--- src/rtl/ps2_rx_frame_register.sv ---
// rtl/ps2_rx_frame_register.sv - PS/2 receive frame capture register with parity, stop and timeout checks
module ps2_rx_frame_register #(
    parameter int DATA_W     = 8,
    parameter int PARITY_ODD = 1,
    parameter int TIMEOUT    = 5000
) (
    input  logic              clk,
    input  logic              reset,
    input  logic              shift_en,
    input  logic              sdata,
    input  logic              clear,
    output logic [DATA_W-1:0] data_out,
    output logic              data_valid,
    output logic              parity_err,
    output logic              frame_err,
    output logic              busy
);
    localparam int              CW        = $clog2(DATA_W + 1);
    localparam int              TW        = $clog2(TIMEOUT);
    localparam logic            ODD       = (PARITY_ODD != 0);
    localparam logic [CW-1:0]   LAST_BIT  = CW'(DATA_W - 1);
    localparam logic [TW-1:0]   TIMER_MAX = TW'(TIMEOUT - 1);

    typedef enum logic [1:0] {IDLE, DATA, PARITY, STOP} state_t;

    state_t            state_q, state_d;
    logic [CW-1:0]     cnt_q, cnt_d;
    logic [TW-1:0]     timer_q, timer_d;
    logic [DATA_W-1:0] shreg_q, shreg_d;
    logic              par_q, par_d;
    logic [DATA_W-1:0] data_out_q, data_out_d;
    logic              data_valid_q, data_valid_d;
    logic              parity_err_q, parity_err_d;
    logic              frame_err_q, frame_err_d;
    logic              busy_q, busy_d;
    logic              parity_ok;

    // Parity is judged over the data bits together with the received parity bit.
    assign parity_ok = ((^shreg_q) ^ par_q) == ODD;

    always_ff @(posedge clk or negedge reset) begin
        if (!reset) begin
            state_q      <= IDLE;
            cnt_q        <= '0;
            timer_q      <= '0;
            shreg_q      <= '0;
            par_q        <= 1'b0;
            data_out_q   <= '0;
            data_valid_q <= 1'b0;
            parity_err_q <= 1'b0;
            frame_err_q  <= 1'b0;
            busy_q       <= 1'b0;
        end else begin
            state_q      <= state_d;
            cnt_q        <= cnt_d;
            timer_q      <= timer_d;
            shreg_q      <= shreg_d;
            par_q        <= par_d;
            data_out_q   <= data_out_d;
            data_valid_q <= data_valid_d;
            parity_err_q <= parity_err_d;
            frame_err_q  <= frame_err_d;
            busy_q       <= busy_d;
        end
    end

    always_comb begin
        state_d      = state_q;
        cnt_d        = cnt_q;
        timer_d      = timer_q;
        shreg_d      = shreg_q;
        par_d        = par_q;
        data_out_d   = data_out_q;
        data_valid_d = 1'b0;
        parity_err_d = 1'b0;
        frame_err_d  = 1'b0;

        if (clear) begin
            state_d = IDLE;
            cnt_d   = '0;
            timer_d = '0;
            shreg_d = '0;
            par_d   = 1'b0;
        end else if (shift_en) begin
            timer_d = '0;
            case (state_q)
                IDLE: begin
                    if (!sdata) begin
                        state_d = DATA;
                        cnt_d   = '0;
                    end
                end
                DATA: begin
                    shreg_d = {sdata, shreg_q[DATA_W-1:1]};
                    cnt_d   = cnt_q + 1'b1;
                    if (cnt_q == LAST_BIT) begin
                        state_d = PARITY;
                    end
                end
                PARITY: begin
                    par_d   = sdata;
                    state_d = STOP;
                end
                STOP: begin
                    state_d = IDLE;
                    if (sdata) begin
                        if (parity_ok) begin
                            data_out_d   = shreg_q;
                            data_valid_d = 1'b1;
                        end else begin
                            parity_err_d = 1'b1;
                        end
                    end else begin
                        frame_err_d  = 1'b1;
                        parity_err_d = !parity_ok;
                    end
                end
                default: state_d = IDLE;
            endcase
        end else if (state_q != IDLE) begin
            // A stalled frame is dropped once the timer has seen TIMEOUT idle busy cycles.
            if (timer_q == TIMER_MAX) begin
                state_d     = IDLE;
                timer_d     = '0;
                frame_err_d = 1'b1;
            end else begin
                timer_d = timer_q + 1'b1;
            end
        end else begin
            timer_d = '0;
        end

        busy_d = (state_d != IDLE);
    end

    assign data_out   = data_out_q;
    assign data_valid = data_valid_q;
    assign parity_err = parity_err_q;
    assign frame_err  = frame_err_q;
    assign busy       = busy_q;

endmodule

--- config.mk ---
export PLATFORM = sky130hd
export DESIGN_NAME = ps2_rx_frame_register
export DESIGN_NICKNAME = d
export VERILOG_FILES = /design/src/rtl/ps2_rx_frame_register.sv
export SDC_FILE = /design/constraint.sdc
export NUM_CORES = 1
export LEC_CHECK = 0
export ABC_CLOCK_PERIOD_IN_PS = 2800
export BUFFER_PORTS_ARGS = -buffer_cell sky130_fd_sc_hd__buf_2
export CAP_MARGIN = 15
export CORE_UTILIZATION = 41
export CTS_BUF_LIST = sky130_fd_sc_hd__clkbuf_16
export DETAILED_ROUTE_END_ITERATION = 8
export PLACE_DENSITY = 0.7
export SYNTH_ARGS = -nofsm -noshare
export SYNTH_HDL_FRONTEND = slang
export SYNTH_SLANG_ARGS = --single-unit
--- constraint.sdc ---
create_clock -name clk -period 2.8 [get_ports clk]
set_clock_uncertainty 0.05 [all_clocks]
set_input_delay 0.14 -clock clk [delete_from_list [all_inputs] [get_ports clk]]
set_output_delay 0.14 -clock clk [all_outputs]
set_load 0.03 [all_outputs]
* After elaboration in Yosys (flattened, before gate mapping)
Index checks and enable logic that the tools add are counted.
** Operators by class
- Bitwise logic cells :: 2
- Reductions and logical operators :: 13
- Muxes and demuxes :: 37
- Equal/unequal tests :: 6
- Add/subtract/negate cells :: 2
** Operator list (count)
- 2-to-1 mux 13 bit :: 4
- 2-to-1 mux 8 bit :: 3
- 2-to-1 mux 1 bit :: 19
- adder 13 x 1 -> 13 bit (second input constant) :: 1
- == test 13 bit (second input constant) :: 1
- 2-to-1 mux 2 bit :: 6
- 2-to-1 mux 4 bit :: 3
- nonzero test 2 bit :: 5
- case mux 2 bit (4 select lines) :: 1
- case mux 4 bit (2 select lines) :: 1
- XOR reduction 8 bit :: 1
- AND reduction 5 bit :: 1
- adder 4 x 1 -> 4 bit (second input constant) :: 1
- == test 2 bit (second input constant) :: 2
- == test 4 x 3 -> 1 bit (second input constant) :: 1
- AND reduction 2 bit :: 2
- inequality test 3 bit (second input constant) :: 1
- AND reduction 3 bit :: 1
- nonzero test 3 bit :: 1
- == test 2 x 1 -> 1 bit (second input constant) :: 1
- zero test 2 bit :: 1
- zero test 1 bit :: 1
- inverter 1 bit :: 1
- XOR 1 bit :: 1
** Storage, ports and cells
- Output and inout bits :: 12
- Flip-flop bits (word level) :: 40
- Bits of input ports :: 5
- Word-level logic and storage cells :: 70

* Logic depth before layout (Yosys ltp)
Gate-level depths: netlist (run 1).
- Word-level depth :: 7
- Mapped depth :: 6
- Gate-level depth less buffers :: 5

* Least setup slack after synthesis (run 1)
OpenSTA, ideal clock, no wires.
- Path type :: reg-to-reg
- From :: reg timer_q[3]
- To :: reg timer_q[10]
- Cell stages (with the launch flop) :: 6
- Data required time :: 2.631 ns
- Buffers on the path :: 1
- Library setup time :: 0.119 ns
- Path slack :: 0.836 ns
- Arrival :: 1.796 ns
- Period minus slack after synthesis :: 1.964 ns
- Cell sequence :: dfrtp_1 > or4_1 > or4_4 > o211ai_2 > buf_6 > nor2_1
** Between the ends
- Word-level cells in the longest chain between the ends :: 5
- Elaborated cells on any way between the ends :: 6
- Classes of those cells :: 1 x add/sub; 1 x eq/ne; 4 x mux
** RTL lines
- start, declared :: RTL line 28 : logic [TW-1:0] timer_q, timer_d;
- start signal, assigned :: RTL line 56 : timer_q <= timer_d;
- adder 13 x 1 -> 13 bit or == test 13 bit (tied branches) :: RTL line 127, 122
- 2-to-1 mux 13 bit (*) :: RTL line 122 : if (timer_q == TIMER_MAX) begin
- 2-to-1 mux 13 bit (*) :: RTL line 120 : end else if (state_q != IDLE) begin
- 2-to-1 mux 13 bit (*) :: RTL line 84 : end else if (shift_en) begin
- 2-to-1 mux 13 bit (*) :: RTL line 78 : if (clear) begin
- named net timer_d[10] :: RTL line 28
Mark *: on every way through the listed nets, which the timed path passes. The rest lies on a longest branch.
A chain may end at the register's enable or synchronous reset.

* Worst setup path in the final report (run 1)
Same ends and word-level chain as after synthesis.

==> impl_metrics.toml, run 1 <==
[synth]
synth_top_area_frac = 0.5212
syn_inst = 176
yosysWarningCount = 0
synthSimpleGateAreaFrac = 0.1980
syn_avg_cell_area_um2 = 10.91
post_synth_xor_area_fraction = 0.09186
ys_ff_latch = 40
synth_top_family_by_area = "simple AND/OR/NAND/NOR gates"
synth_edf_count = 0
synth_ff_type = "dfrtp_1"
synth_fa_ha_area_frac = 0.01303
yosysSeqAreaShare = 0.5212
yosysUniqueCellTypes = 37
yosys.area.top_type = "dfrtp_1"
async_flop_share = 1.000
synthTopCellsByArea = "dfrtp_1 (52%), nor2_1 (5.7%), xnor2_1 (5.0%)"
synth_compound_area_frac = 0.04691
synth_area_um2 = 1921
synth_nets = 183
synth.area.mux_share = 0.1055

[setup_path]
crit_type = "reg -> reg"
r2r_slack_ns = 0.71
end_kind = "flop"
worst-path-max-fanout = 13
rr_startpoint = "timer_q[3]"
reg2reg_to = "timer_q[10]"
slowest_stage = "or4_1"
cp.arrival_ns = 2.18
worstRegToRegCells = 4
start_kind = "flop"
critical_path.cell_chain = "or4_1 -> or4_4 -> o211ai_2 -> nor2_1"
required_ns = 2.89
cpPeakStageDelay_ns = 0.56

[clock_tree]
htree_levels = 2
clockRootBuffer = "clkbuf_16"
post_cts_buffers = 0
clock_latency_ns = 0.28
cts.sinks = 40
cts_buffers = 5
cts_tree = "done"
clk_pin_slew_ns = 0.06
clockBufferDepth = 2

[final_layout]
layout_common_cells = "dfrtp_1 (40), nor2_1 (29), buf_2 (16), xnor2_1 (11)"
final_common_cell = "dfrtp_1"
fin_area_um2 = 2186
multi_input_area_um2 = 874.6
area.sequential_um2 = 1001
num-nets-final = 202
final_layout_size_suffix_gt1_frac = 0.1684
num_antenna_cells = 0
fill_cells = 404
finish.utilization = 0.4952
syn_to_final_growth_pct = 13.81

[drt]
maxUsedRoutingLayer = "met4"
first_pass_iters = 4
routedWlPerCell_um = 13.58
postRouteAntennaNets = 0
wl_met2_um = 1628
vias = 1303
routed_via_density = 5.254
drt_wl_total_um = 3367
dr_wl_met3_um = 146
wirelength_met1_um = 1539
drt_iter0_drc = 66
drt_drc_violations_left = 0

[global_route]
grt_max_degree = 41
grt-ovfl-total = 0
antenna_found_initial = 0
grt_pass1_wl_um = 5782
grt_usage = 0.1537
grt_pass1_vias = 1206

[power_and_ir_drop]
irDropWorstVdd_mv = 0.2923
power_w = 0.001155
p_leak_nw = 1.041
p_per_area_nw_per_um2 = 528.5

[floorplan]
ios = 17
coreArea_um2 = 4414
placementRows = 24
die_x_um = 70.44
die_h_um = 70.44
die_area_um2 = 4962
initial_core_util = 0.4351

[run_status]
status = "finished clean"

[job]
cap_violations = 0

[placement]
dpl.hpwl_um = 2196
gp_congestion = 0.8072
place_area_um2 = 2039
io_buffer_count = 16

[timing]
setup_viol = 0
max-slew-margin-rel = 0.4212
rsz0062_at_grt = "no"
hold_viol_final = 0
fin_tns_setup_ns = 0
fin_crit_sh = 0.7475
period_needed_ns = 2.093
drv_slew = 0
max_slew.worst_pin.slew_ns = 0.8682
max_freq_ghz = 0.4778

[hold_path]
min_to = "shreg_q[3]"
min_path_type = "in -> reg"
min-delay-start = "clear"
hold_depth = 2
cell usage after synthesis, drive strengths merged (2+ instances only):
| cell type | count |
|---|---|
| nor2 | 29 |
| o21ai | 6 |
| inv | 5 |
| xnor2 | 11 |
| xor2 | 4 |
| dfrtp | 40 |
| nand2 | 9 |
| ha | 2 |
| nor4 | 2 |
| or4 | 2 |
| nand3b | 2 |
| xnor3 | 2 |
| nand4 | 2 |
| mux2 | 8 |
| nand2b | 4 |
| a21oi | 5 |
| nand3 | 8 |
| nor3 | 6 |
| nor2b | 2 |
| mux2i | 10 |
| clkbuf | 4 |
power breakdown:
part / switching (W) / leakage [nW] / internal [W] / total [W]
Sequential: 0.00000363 / 0.558 / 0.000581 / 0.000585
Combinational: 0.0000299 / 0.409 / 0.0000121 / 0.0000420
Clock: 0.000209 / 0.0738 / 0.000320 / 0.000529
Total: 0.000242 / 1.04 / 0.000913 / 0.00116
state kept, by name, summed over array words and instances, names as in the netlist:
signal      cells
busy            1
par_q           1
shreg_q         8
data_valid      1
parity_err      1
data_out        8
timer_q        13
state_q         2
cnt_q           4
frame_err       1
per-layer routing:
metal / vias up / GRT usage
li1: 646 / -
met5: - / 0
met1: 628 / 0.2013
met4: 0 / 0.06000
met2: 24 / 0.2328
met3: 5 / 0.05339
cells by family after synthesis:
group / Yosys count
flip-flops: 40
adder cells (fa/ha/maj): 2
XOR/XNOR: 17
AND/OR/NAND/NOR: 74
AO/OA/AOI/OAI: 15
multiplexers: 18
buffers and inverters: 10
layout make-up:
cell class	count	share of cell area
Sequential cell	40	0.4579
Multi-Input combinational cell	126	0.4001
Clock buffer	5	0.05724
Timing Repair Buffer	17	0.04121
Tap cell	52	0.02977
Inverter	5	0.008586
Clock inverter	3	0.005152
worst max-delay path by stage:
stage	start	endpoint	slack, ns
2_1_floorplan	timer_q[3]	timer_q[10]	0.84
3_3_place_gp	shreg_q[4]	data_out[5]	0.73
3_5_place_dp	timer_q[3]	timer_q[10]	0.69
4_1_cts	timer_q[3]	timer_q[8]	0.69
5_1_grt	timer_q[3]	timer_q[10]	0.61
6_report	timer_q[3]	timer_q[10]	0.71
worst max-delay path: cells and delay by family (launching register included):
kind | cells | cell delay [ns]
flip-flops | 1 | 0.43
AO/OA/AOI/OAI | 1 | 0.25
AND/OR/NAND/NOR | 3 | 1.23
repair_timing:
| item | in CTS | in global routing |
|---|---|---|
| gates resized for setup | 0 | 0 |
| hold buffers | 1 | 0 |
| hold endpoints to repair | 40 | 0 |
per-stage QoR:
step / instances / setup WS [ns] / hold WS [ns]
after floorplan: 176 / 0.8357 / -0.2056
after global placement: 239 / 0.7306 / 0.2560
after detailed placement: 239 / 0.6908 / 0.2597
after CTS: 248 / 0.6914 / 0.1786
after global routing: 248 / 0.6083 / 0.1917
final: 248 / 0.7069 / 0.1791
Power figures use the tool's default switching activity.
==> run 2, diff against run 1 <==
--- a/config.mk
+++ b/config.mk
@@ -5,7 +5,7 @@
 export SDC_FILE = /design/constraint.sdc
 export NUM_CORES = 1
 export LEC_CHECK = 0
-export ABC_CLOCK_PERIOD_IN_PS = 2800
+export ABC_CLOCK_PERIOD_IN_PS = 2000
 export BUFFER_PORTS_ARGS = -buffer_cell sky130_fd_sc_hd__buf_2
 export CAP_MARGIN = 15
 export CORE_UTILIZATION = 41
==> constraint.sdc (replaced) <==
create_clock -name clk -period 2 [get_ports clk]
set_clock_uncertainty 0.05 [all_clocks]
set_input_delay 0.1 -clock clk [delete_from_list [all_inputs] [get_ports clk]]
set_output_delay 0.1 -clock clk [all_outputs]
set_load 0.03 [all_outputs]
==> run 2 against run 1 <==
Non-clock buffer count rose by 13. Routed wire length increased by 8.6%. Register-to-register slack got worse by 0.60 ns. First-iteration DRC count fell by 21%. Worst hold slack got worse by 0.033 ns.
==> impl_metrics.toml, run 2 (synthesized netlist as in run 1, its figures left out) <==
[drt]
maxUsedRoutingLayer = "met4"
wirelength_met1_um = 1849
drt_iter0_drc = 52
wl_met2_um = 1675
postRouteAntennaNets = 0
dr_wl_met3_um = 110
routedWlPerCell_um = 13.95
routed_via_density = 5.294
vias = 1387
first_pass_iters = 4
drt_drc_violations_left = 0
drt_wl_total_um = 3655

[timing]
rsz0062_at_grt = "no"
fin_crit_sh = 0.9468
hold_ws_ns = 0.1465
max-slew-margin-rel = 0.4177
max_freq_ghz = 0.5281
worst_slack_ns = 0.1064
max_slew.worst_pin.slew_ns = 0.8734
period_needed_ns = 1.894
hold_viol_final = 0
drv_slew = 0
setup_viol = 0

[clock_tree]
cts.sinks = 40
htree_levels = 2
cts_tree = "done"
clockRootBuffer = "clkbuf_16"
clock_latency_ns = 0.28
cts_buffers = 5
clockBufferDepth = 2
clk_pin_slew_ns = 0.06

[final_layout]
regMostFlops = "timer_q"
finish.utilization = 0.5230
fin_area_um2 = 2308
final_common_cell = "dfrtp_1"
largest_register_ff_count = 13
final_layout_size_suffix_gt1_frac = 0.2381
num_antenna_cells = 0
num-nets-final = 216
syn_to_final_growth_pct = 20.20
layout_common_cells = "dfrtp_1 (40), nor2_1 (29), buf_2 (16), buf_4 (13), xnor2_1 (11)"

[global_route]
grt_max_degree = 41
grt_pass1_wl_um = 6251
antenna_found_initial = 0
grt_usage = 0.1617
grt-ovfl-total = 0
grt_pass1_vias = 1347

[power_and_ir_drop]
p_leak_nw = 1.108
irDropWorstVdd_mv = 0.5091
power_w = 0.001642
p_per_area_nw_per_um2 = 711.4

[floorplan]
die_x_um = 70.44
placementRows = 24
die_area_um2 = 4962
coreArea_um2 = 4414
die_h_um = 70.44
initial_core_util = 0.4351
ios = 17

[setup_path]
start_kind = "flop"
end_kind = "flop"
critical_path.cell_chain = "xor2_1 -> xnor3_2 -> mux2i_4 -> buf_4 -> mux2_2"
required_ns = 2.12
cpPeakStageDelay_ns = 0.44
worst-path-max-fanout = 5
cp.arrival_ns = 2.01
crit_type = "reg -> reg"
slowest_stage = "xnor3_2"

[run_status]
status = "finished clean"

[placement]
gp_congestion = 0.7880
place_area_um2 = 2122
io_buffer_count = 16
dpl.hpwl_um = 2365
dp_worst_setup_slack_ns = -0.02144

[hold_path]
min_path_type = "in -> reg"

[job]
cap_violations = 0
[run 2: worst max-delay path, delay by kind of cell, from the launching register on]
kind | cells | cell delay [ns]
muxes | 2 | 0.56
DFF | 1 | 0.40
buffers and inverters | 1 | 0.16
xor gates and xnor gates | 2 | 0.61
[run 2: layout make-up]
cell class | count | area [µm²]
Clock buffer | 5 | 125.1
Clock inverter | 3 | 13.76
Fill cell | 395 | 2106
Inverter | 5 | 18.77
Multi-Input combinational cell | 127 | 897.1
Sequential cell | 40 | 1001
Tap cell | 52 | 65.06
Timing Repair Buffer | 30 | 187.7
[run 2: stage by stage]
step                std cells  TNS [ns]
global placement          250  -0.06611
global route              262         0
CTS                       261         0
floorplan                 176         0
finish                    262         0
detailed placement        250   -0.1302
[run 2: path summary, 6_finish.rpt]
| check | cells past startpoint | slack [ns] | to | from |
|---|---|---|---|---|
| max in group asynchronous | 2 | 0.92 | timer_q[0] | reset |
| min in group asynchronous | 2 | 0.43 | data_valid | reset |
| hold / removal | 3 | 0.15 | par_q | sdata |
| setup / recovery | 5 | 0.11 | data_out[0] | shreg_q[4] |
| hold reg to reg | 1 | 0.41 | timer_q[0] | timer_q[0] |
| setup reg to reg | 5 | 0.11 | data_out[0] | shreg_q[4] |
[run 2: power breakdown]
group / total, W / switching [W] / internal, W
Combinational: 0.0000689 / 0.0000488 / 0.0000201
Sequential: 0.000815 / 0.00000205 / 0.000813
Clock: 0.000758 / 0.000306 / 0.000453
[run 2: what timing repair did]
| action | CTS | global route |
|---|---|---|
| setup buffers | 2 | 0 |
| pin swaps | 0 | 1 |
| cloned | 0 | 1 |
| hold buffers | 1 | 0 |
| hold endpoints to repair | 40 | 0 |
| gates resized for setup | 1 | 1 |
| endpoints found under the setup margin | 14 | 20 |
[run 2: metal layers]
metal  vias up  GRT usage
met5         -          0
met4         0    0.06000
met3         4    0.05339
met2        20     0.2540
met1       681     0.2067
li1        682          -
